File: src/rtl/control_cmd_stream.sv
// LED panel command decoder: byte stream -> colour/brightness enables and frame RAM line/fill writes.
// Optional idle-abort of open commands is enabled by defining CMD_TIMEOUT_EN.
module control_cmd_stream #(
  parameter int PIXEL_COLUMNS   = 64,
  parameter int BYTES_PER_PIXEL = 2,
  parameter int ROWS            = 32,
  parameter int BRIGHTNESS_BITS = 6,
  parameter int TIMEOUT_TICKS   = 65535,
  localparam int LINE_BYTES = PIXEL_COLUMNS * BYTES_PER_PIXEL,
  localparam int ROW_W      = $clog2(ROWS),
  localparam int COL_W      = $clog2(LINE_BYTES),
  localparam int ADDR_W     = ROW_W + COL_W
) (
  input  logic                       clk_in,
  input  logic                       reset,
  input  logic [7:0]                 byte_in,
  input  logic                       byte_valid,
  output logic [2:0]                 rgb_enable,
  output logic [BRIGHTNESS_BITS-1:0] brightness_enable,
  output logic [7:0]                 ram_data_out,
  output logic [ADDR_W-1:0]          ram_address,
  output logic                       ram_write_enable,
  output logic                       busy,
  output logic [7:0]                 num_commands_processed,
  output logic [7:0]                 num_errors
);

  localparam logic [2:0] S_IDLE      = 3'd0;
  localparam logic [2:0] S_LINE_ROW  = 3'd1;
  localparam logic [2:0] S_LINE_DATA = 3'd2;
  localparam logic [2:0] S_FILL_VAL  = 3'd3;
  localparam logic [2:0] S_FILL_RUN  = 3'd4;

  localparam logic [ADDR_W-1:0] FILL_LAST = ADDR_W'(ROWS * LINE_BYTES - 1);

  if (BRIGHTNESS_BITS < 1 || BRIGHTNESS_BITS > 8 || TIMEOUT_TICKS < 1) begin : g_bad_params
    $error("control_cmd_stream: BRIGHTNESS_BITS must be 1..8 and TIMEOUT_TICKS >= 1");
  end

  logic [2:0]                 state;
  logic [ROW_W-1:0]           row;
  logic [COL_W-1:0]           col;
  logic [7:0]                 fill_value;
  logic [ADDR_W-1:0]          fill_addr;
  logic [BRIGHTNESS_BITS-1:0] plane_mask;

  // Digit '1' selects the most significant plane, '2' the next one down, and so on.
  always_comb begin
    plane_mask = '0;
    for (int unsigned i = 1; i <= BRIGHTNESS_BITS; i++) begin
      if (byte_in == 8'(8'h30 + i)) plane_mask[BRIGHTNESS_BITS-i] = 1'b1;
    end
  end

  assign busy = (state != S_IDLE);

`ifdef CMD_TIMEOUT_EN
  localparam int TO_W = $clog2(TIMEOUT_TICKS + 1);
  logic [TO_W-1:0] idle_cnt;
`endif

  always_ff @(posedge clk_in or posedge reset) begin
    if (reset) begin
      state                  <= S_IDLE;
      rgb_enable             <= 3'b111;
      brightness_enable      <= '1;
      ram_data_out           <= '0;
      ram_address            <= '0;
      ram_write_enable       <= 1'b0;
      num_commands_processed <= '0;
      num_errors             <= '0;
      row                    <= '0;
      col                    <= '0;
      fill_value             <= '0;
      fill_addr              <= '0;
`ifdef CMD_TIMEOUT_EN
      idle_cnt               <= '0;
`endif
    end else begin
      ram_write_enable <= 1'b0;
      case (state)
        S_IDLE: if (byte_valid) begin
          case (byte_in)
            "R":     rgb_enable[0] <= 1'b1;
            "r":     rgb_enable[0] <= 1'b0;
            "G":     rgb_enable[1] <= 1'b1;
            "g":     rgb_enable[1] <= 1'b0;
            "B":     rgb_enable[2] <= 1'b1;
            "b":     rgb_enable[2] <= 1'b0;
            "0":     brightness_enable <= '0;
            "9":     brightness_enable <= '1;
            "L":     state <= S_LINE_ROW;
            "F":     state <= S_FILL_VAL;
            default: brightness_enable <= brightness_enable ^ plane_mask;
          endcase
        end
        S_LINE_ROW: if (byte_valid) begin
          if (int'(byte_in) >= ROWS) begin
            num_errors <= num_errors + 8'd1;
            state      <= S_IDLE;
          end else begin
            row   <= byte_in[ROW_W-1:0];
            col   <= '0;
            state <= S_LINE_DATA;
          end
        end
        S_LINE_DATA: if (byte_valid) begin
          ram_write_enable <= 1'b1;
          ram_data_out     <= byte_in;
          ram_address      <= {row, col};
          col              <= col + 1'b1;
          if (col == '1) begin
            num_commands_processed <= num_commands_processed + 8'd1;
            state                  <= S_IDLE;
          end
        end
        S_FILL_VAL: if (byte_valid) begin
          fill_value <= byte_in;
          fill_addr  <= '0;
          state      <= S_FILL_RUN;
        end
        S_FILL_RUN: begin
          ram_write_enable <= 1'b1;
          ram_data_out     <= fill_value;
          ram_address      <= fill_addr;
          fill_addr        <= fill_addr + 1'b1;
          if (byte_valid) num_errors <= num_errors + 8'd1;
          if (fill_addr == FILL_LAST) begin
            num_commands_processed <= num_commands_processed + 8'd1;
            state                  <= S_IDLE;
          end
        end
        default: state <= S_IDLE;
      endcase
`ifdef CMD_TIMEOUT_EN
      // Only an open command with no byte this cycle can expire, so no other branch above is active then.
      if (byte_valid || state == S_IDLE || state == S_FILL_RUN) begin
        idle_cnt <= '0;
      end else if (idle_cnt == TO_W'(TIMEOUT_TICKS - 1)) begin
        idle_cnt   <= '0;
        state      <= S_IDLE;
        num_errors <= num_errors + 8'd1;
      end else begin
        idle_cnt <= idle_cnt + 1'b1;
      end
`endif
    end
  end

endmodule
File: config.mk
export PLATFORM = sky130hd
export DESIGN_NAME = control_cmd_stream
export DESIGN_NICKNAME = d
export VERILOG_FILES = /design/src/rtl/control_cmd_stream.sv
export SDC_FILE = /design/constraint.sdc
export NUM_CORES = 1
export LEC_CHECK = 0
export ABC_AREA = 1
export CORE_ASPECT_RATIO = 0.9
export CORE_MARGIN = 5
export CORE_UTILIZATION = 59
export DETAILED_ROUTE_END_ITERATION = 10
export GPL_TIMING_DRIVEN = 0
export PLACE_DENSITY = 0.95
export SYNTH_ARGS = -nofsm -noshare
export SYNTH_HDL_FRONTEND = slang
export SYNTH_SLANG_ARGS = --single-unit
File: constraint.sdc
create_clock -name clk_in -period 7.4 [get_ports clk_in]
set_input_delay 1.85 -clock clk_in [delete_from_list [all_inputs] [get_ports clk_in]]
set_output_delay 1.85 -clock clk_in [all_outputs]
set_load 0.005 [all_outputs]
# After elaboration in Yosys (flattened, before gate mapping)
# Index checks and enable logic that the tools add are counted.
op_classes:
  n_addsub: 4
  n_lt_le_gt_ge: 1
  n_eq_ne: 32
  mux: 39
  bitwise: 3
  n_reduce_logical: 22
ops:
  columns: ["op", "count"]
  rows:
  - ["$eq 8x6->1 const B", 8]
  - ["$eq 8x7->1 const B", 8]
  - ["$mux 8", 7]
  - ["$pmux 12 s2", 2]
  - ["$pmux 8 s2", 3]
  - ["$mux 12", 2]
  - ["$mux 7", 3]
  - ["$mux 3", 6]
  - ["$ne 2x2->1 const B", 9]
  - ["$pmux 6 s3", 1]
  - ["$add 8x1->8 const B", 2]
  - ["$pmux 3 s5", 1]
  - ["$reduce_and 3->1", 5]
  - ["$pmux 7 s2", 1]
  - ["$reduce_bool 2->1", 7]
  - ["$add 12x1->12 const B", 1]
  - ["$eq 12x12->1 const B", 1]
  - ["$reduce_and 4->1", 3]
  - ["$ge 8x6->1 const B", 1]
  - ["$pmux 1 s2", 4]
  - ["$reduce_or 8->1", 1]
  - ["$add 7x1->7 const B", 1]
  - ["$eq 7x7->1 const B", 1]
  - ["$mux 1", 7]
  - ["12 further kinds", 16]
word_totals:
  reg_bits: 81
  wordCells: 115

# Depth between registers and ports, before layout
# Gate-level depths: netlist of the first run.
depth:
  ltp_word: 4
  depth_mapped: 10
  depth_no_buf: 10

# Worst setup path before layout of the first run
# OpenSTA, ideal clock, no wires.
synth_path:
  kind: "input port to flip-flop"
  from: "input byte_valid"
  to: "register ram_address[11]"
  setup_ps: 82
  arrival_ps: 2748
  path_slack_ps: 4570
  stages: 9
  path_buffers: 3
  cell_sequence: "buf_2 > inv_2 > nor2_4 > inv_2 > nand2_4 > buf_6 > buf_6 > nor2_1 > a31oi_1"
synth_via:
  elab_chain_len: 2
synth_lines:
  columns: ["element", "line", "text"]
  rows:
  - ["from (decl)", "17", "input logic byte_valid,"]
  - ["$ne 2x2->1 (no line)", null, null]
  - ["$reduce_and 2->1 (no line)", null, null]
  - ["to (signal assigned)", "110", "ram_address <= {row, col};"]
  - ["to (signal assigned)", "125", "ram_address <= fill_addr;"]
  - ["to (decl)", "21", "output logic [ADDR_W-1:0] ram_address,"]
# No other way between the ends.
# A chain may end at the register's enable or synchronous reset.

# Final worst setup path of the first run
layout_path:
  from: "register state[1]"
  to: "output busy"
layout_via:
  elab_chain_len: 1
layout_lines:
  columns: ["element", "line", "text"]
  rows:
  - ["from (decl)", "40", "logic [2:0] state;"]
  - ["from (signal assigned)", "64", "state <= S_IDLE;"]
  - ["from (signal assigned)", "92", "\"L\": state <= S_LINE_ROW;"]
  - ["from (signal assigned)", "93", "\"F\": state <= S_FILL_VAL;"]
  - ["$reduce_bool 3->1", "55", "assign busy = (state != S_IDLE);"]
  - ["to (decl)", "23", "output logic busy,"]
# No other way between the ends.

==> out/metrics.cfg, run 1 <==
[finish]
stdcell_count = 707
n_antenna_cell = 0
final_util = 0.730
drive_gt1_frac = 0.0912
mostFrequentLayoutCells = nand2_1 (185), dfrtp_1 (72), clkdlybuf4s50_1 (56)
nNetsFinal = 624
final_common_cell = nand2_1
area_delta_synth_final_pct = 21.9
num-fill-cells = 490

[logic_synthesis]
synth_top_area_cell = dfrtp_1
synthTopCellsByArea = dfrtp_1 (43%), nand2_1 (17%), dfstp_2 (5.6%), nand3_1 (4.9%), nor2_1 (4.6%)
yosysTopAreaCellShare = 0.430
ys_seq_area_frac = 0.486
ys.warnings.count = 0
syn_nets = 556
synth_seq_cells = 81
avgSynthCellArea_um2 = 7.75
syn_inst = 541
synth_cell_type_count = 31
syn_area_mm2 = 0.00419

[clocking]
htreeDepth = 3
clk_latency_ps = 360
max-clock-path-buffers = 2
clock_sinks = 81
root_buffer = clkbuf_8
numCtsBuffers = 9
cts_tree = built
holdBufCountCts = 0
post_cts_buffers = 0
cts-resized-gates = 0
clk_pin_slew_ps = 90

[floorplan]
die_w_um = 98.9
core_mm2 = 0.00700
start_util = 0.599
pin_count = 58
rows = 29
die_area_mm2 = 0.00890
die_y_um = 90.0

[min_path]
hold_path_class = flop to flop

[run]
drv_cap = 0

[routing]
drc = 0
vias = 4004
firstDrtPassIters = 6
routedWlPerCell_um = 14.8
drt_iter0_markers = 335
avgViaCountPerCell = 5.66
postRouteAntennaNets = 0
routed_wl_um = 10400

[pwr]
power_uw = 971
p_leak_uw = 0.00246
peakVddDrop_mv = 0.195
cellPowerDensity_mw_per_mm2 = 190

[global_routing]
grt_max_degree = 55
globalRouteOverflowTotal = 0
grt_antenna_before_repair = 0
grt_pass1_vias = 3786
grt_use_total = 0.239
grt_pass1_wl_um = 17500

[timing]
rsz0062_at_grt = no
holdWs_ps = 492
fin_crit_ps = 3480
final_hold_viol_count = 0
setup_viol = 0
min_period_over_period = 0.471
finalSetupTns_ps = 0
timing.fmax_ghz = 0.287
tightest_slew_ps = 515
clock_skew_ps = 11.7
worst_slew_margin_rel = 0.656
slew_viol_final = 0

[critical_path]
criticalPathCategory = flop to output pin
crit_arrival_ps = 1630
endpoint_kind = output pin
worstPathMaxFanout = 5
path_cells = nor2_1 > nand2_1 > clkdlybuf4s50_1
max_stage_delay_ps = 490
required_ps = 5550
slowest_stage = clkdlybuf4s50_1
crit_path_start_kind = flop

[placed_design]
dp_cells = 691
port-buffer-count = 56
place_congestion = 0.970
hpwl_um = 7560

[run_status]
status = completed

## path summary, 6_finish.rpt
kind | startpoint | to | slack [ps] | cells past startpoint
setup reg to reg | fill_addr[1] | num_commands_processed[7] | 5560 | 8
setup / recovery | state[1] | busy | 3920 | 3
min in group asynchronous | reset | num_errors[7] | 1820 | 2
hold reg to reg | brightness_enable[4] | brightness_enable[4] | 490 | 2
max in group asynchronous | reset | rgb_enable[2] | 4970 | 3
hold / removal | brightness_enable[4] | brightness_enable[4] | 490 | 2
## cell usage after synthesis
| cell | n |
|---|---|
| a21boi_0 | 1 |
| a21o_1 | 1 |
| a21oi_1 | 10 |
| a31oi_1 | 20 |
| buf_2 | 4 |
| buf_4 | 4 |
| buf_6 | 4 |
| clkbuf_1 | 3 |
| dfrtp_1 | 72 |
| dfstp_2 | 9 |
| ha_1 | 4 |
| inv_1 | 46 |
| inv_2 | 5 |
| mux2i_1 | 1 |
| nand2_1 | 185 |
| nand2_2 | 1 |
| nand2_4 | 1 |
| nand3_1 | 41 |
| nand3_2 | 2 |
| nand3b_1 | 1 |
| nand4_1 | 12 |
| nor2_1 | 51 |
| nor2_2 | 5 |
| nor2_4 | 2 |
| nor3_1 | 2 |
| nor3_2 | 1 |
| o21ai_0 | 36 |
| o21ai_1 | 1 |
| o22ai_1 | 1 |
| xnor2_1 | 9 |
| xor2_1 | 6 |
## area by class of cell
type                    instances  area, µm²  area share
inverters                      51        194      0.0379
flip-flops and latches         81       2040       0.399
clock buffers                  11        151      0.0296
clock inverters                 5       61.3      0.0120
plain buffers                  15        106      0.0208
repair buffers                 57        588       0.115
multi-input cells             394       1860       0.363
well taps                      93        116      0.0228
## sequential cells by signal, indices dropped and copies added, names as in the netlist
register and flops:
brightness_enable 6, col 7, fill_addr 12, fill_value 8, num_commands_processed 8, num_errors 8, ram_address 12, ram_data_out 8
ram_write_enable 1, rgb_enable 3, row 5, state 3
## critical path: cells and delay by family (launching register included)
kind                   cells  cell delay (ps)
DFF                        1              450
buffers and inverters      1              490
and+or+nand+nor            2              330
## cell families (layout without fill, tap and decap cells)
family                     Yosys count  after routing  synth area share
and+or+nand+nor                    304            304             0.306
buffers and inverters               66            139            0.0710
adders and majority gates            4              4            0.0119
xor gates and xnor gates            15             15            0.0313
AOI/OAI and AO/OA                   70             70            0.0910
DFF                                 81             81             0.486
muxes                                1              1           0.00239
## layer usage
layer,track usage,routed length [µm],share of wire
met3,0.0511,838,0.080
met4,0.0910,246,0.024
met2,0.382,4920,0.47
met1,0.320,4430,0.42
met5,0,0,0
## report_power, final
group / switching, µW / total [µW] / internal, µW
Combinational: 57.5 / 123 / 65.4
Sequential: 32.4 / 500 / 467
Clock: 171 / 348 / 177
## metrics by stage
stage | area, µm² | setup WS, ps
3_3_place_gp | 4870 | 2310
6_report | 5110 | 3920
5_1_grt | 5110 | 3810
4_1_cts | 5110 | 3920
2_1_floorplan | 4190 | 3480
3_5_place_dp | 4900 | 3880
(Power assumes the default switching activity.)
==> run 2: changes to the inputs <==
Settings changed: CORE_UTILIZATION 59 to 50, PLACE_DENSITY 0.95 to 0.87.
Clock period 7.4 ns to 2.95 ns, I/O delays scaled along.
==> run 2 against run 1 <==
Combinational power is 150% higher. Sequential power grew to 2.5 times the previous value. Setup slack worse by 3300 ps. Largest power group unchanged.
==> out/metrics.cfg, run 2 (same netlist as run 1, synthesis figures left out) <==
[run_status]
status = completed

[placed_design]
post-place-ws_ps = 533
hpwl_um = 7460
place_congestion = 0.933
port-buffer-count = 56

[clocking]
post_cts_buffers = 0
clock_sinks = 81
numCtsBuffers = 9
root_buffer = clkbuf_8
htreeDepth = 3
cts-resized-gates = 0
clk_latency_ps = 350
cts_tree = built
max-clock-path-buffers = 2
holdBufCountCts = 0
clk_pin_slew_ps = 80

[critical_path]
reg2reg_depth = 9
crit_path_start_kind = flop
critPathLaunch = state[1]
slowest_stage = clkdlybuf4s50_1
endpoint_kind = output pin
reg2reg_slack_ps = 1090
required_ps = 2210
crit_arrival_ps = 1600
worstPathMaxFanout = 5
r2r-end = num_commands_processed[3]
criticalPathCategory = flop to output pin
endpoint = busy
path_cells = nor2_1 > nand2_1 > clkdlybuf4s50_1
reg2reg_from = fill_addr[1]
max_stage_delay_ps = 490

[timing]
fin_crit_ps = 2330
clock_skew_ps = 10.0
setup_viol = 0
timing.fmax_ghz = 0.429
rsz0062_at_grt = no
tightest_slew_ps = 465
holdWs_ps = 487
worst_slew_margin_rel = 0.690
final_hold_viol_count = 0
min_period_over_period = 0.791
setup_ws_ps = 617
finalSetupTns_ps = 0
slew_viol_final = 0

[finish]
multi_input_area_mm2 = 0.00186
drive_gt1_frac = 0.0866
nNetsFinal = 624
seqCellArea_mm2 = 0.00204
num-fill-cells = 701
final_common_cell = nand2_1
area_delta_synth_final_pct = 21.4
n_antenna_cell = 0
top_regs = fill_addr: 12 flops, ram_address: 12 flops
mostFrequentLayoutCells = nand2_1 (185), dfrtp_1 (72), clkdlybuf4s50_1 (56)

[global_routing]
grt_use_total = 0.200
grt_pass1_wl_um = 17000
globalRouteOverflowTotal = 0
grt_max_degree = 73
grt_pass1_vias = 3638
grt_antenna_before_repair = 0

[floorplan]
rows = 31
core_mm2 = 0.00811
die_w_um = 107
die_y_um = 96.9
start_util = 0.517
pin_count = 58
die_area_mm2 = 0.0103

[pwr]
pwr-share-seq = 0.535
peakVddDrop_mv = 0.328
combPwrFrac = 0.129
netSwitchingPower_uw = 593
p_leak_uw = 0.00244
power_frac_clock = 0.336
cellPowerDensity_mw_per_mm2 = 458
power.share.switching = 0.254
p_int_uw = 1740
power_uw = 2330

[routing]
topRoutingLayerUsed = met4
vias = 3852
drt_iter0_markers = 233
route.met2.wl_um = 4420
wl_met1_um = 4570
drc = 0
postRouteAntennaNets = 0
routed_wl_um = 9990
avgViaCountPerCell = 5.42
wl_met3_um = 885
routedWlPerCell_um = 14.1
firstDrtPassIters = 5

[min_path]
hold_path_class = flop to flop
worstHoldStart = ram_address[9]

[run]
drv_cap = 0

## run 2: critical path, delay by kind of cell (launching register included)
family                 cells  cell delay [ps]
flip-flops                 1              450
AND/OR/NAND/NOR            2              320
buffers and inverters      1              490
## run 2: layout make-up
cell class                 instances  area share
tap                               99      0.0243
sequential                        81       0.400
timing repair buffer              57       0.115
clock inverter                     3     0.00835
clock buffer                      11      0.0278
multi-input combinational        394       0.365
buffer                            15      0.0209
inverter                          51      0.0381
## run 2: through the flow
stage	cells	utilization	area (µm²)
2_1_floorplan	541	-	4190
6_report	711	0.628	5090
3_3_place_gp	696	0.602	4880
4_1_cts	711	0.628	5090
5_1_grt	711	0.628	5090
3_5_place_dp	697	0.605	4910
## run 2: per-layer routing
metal,up-vias,track usage
met2,157,0.305
met1,1797,0.277
met3,20,0.0712
met5,-,0
li1,1878,-
met4,0,0.0413
## run 2: how the worst min path moves through the flow
stage / to / slack, ps / cells after the start
after floorplan: fill_value[0] / 450 / 2
after global placement: ram_address[9] / 460 / 2
after detailed placement: ram_address[9] / 470 / 2
after CTS: ram_address[9] / 490 / 2
after global routing: ram_address[9] / 500 / 2
final: ram_address[9] / 490 / 2
## run 2: power groups by stage
stage | registers, µW | clock network [µW] | logic, µW
floorplan | 1260 | 0 | 146
global placement | 1260 | 0 | 292
detailed placement | 1270 | 0 | 305
CTS | 1250 | 794 | 307
global route | 1260 | 849 | 341
finish | 1250 | 783 | 302
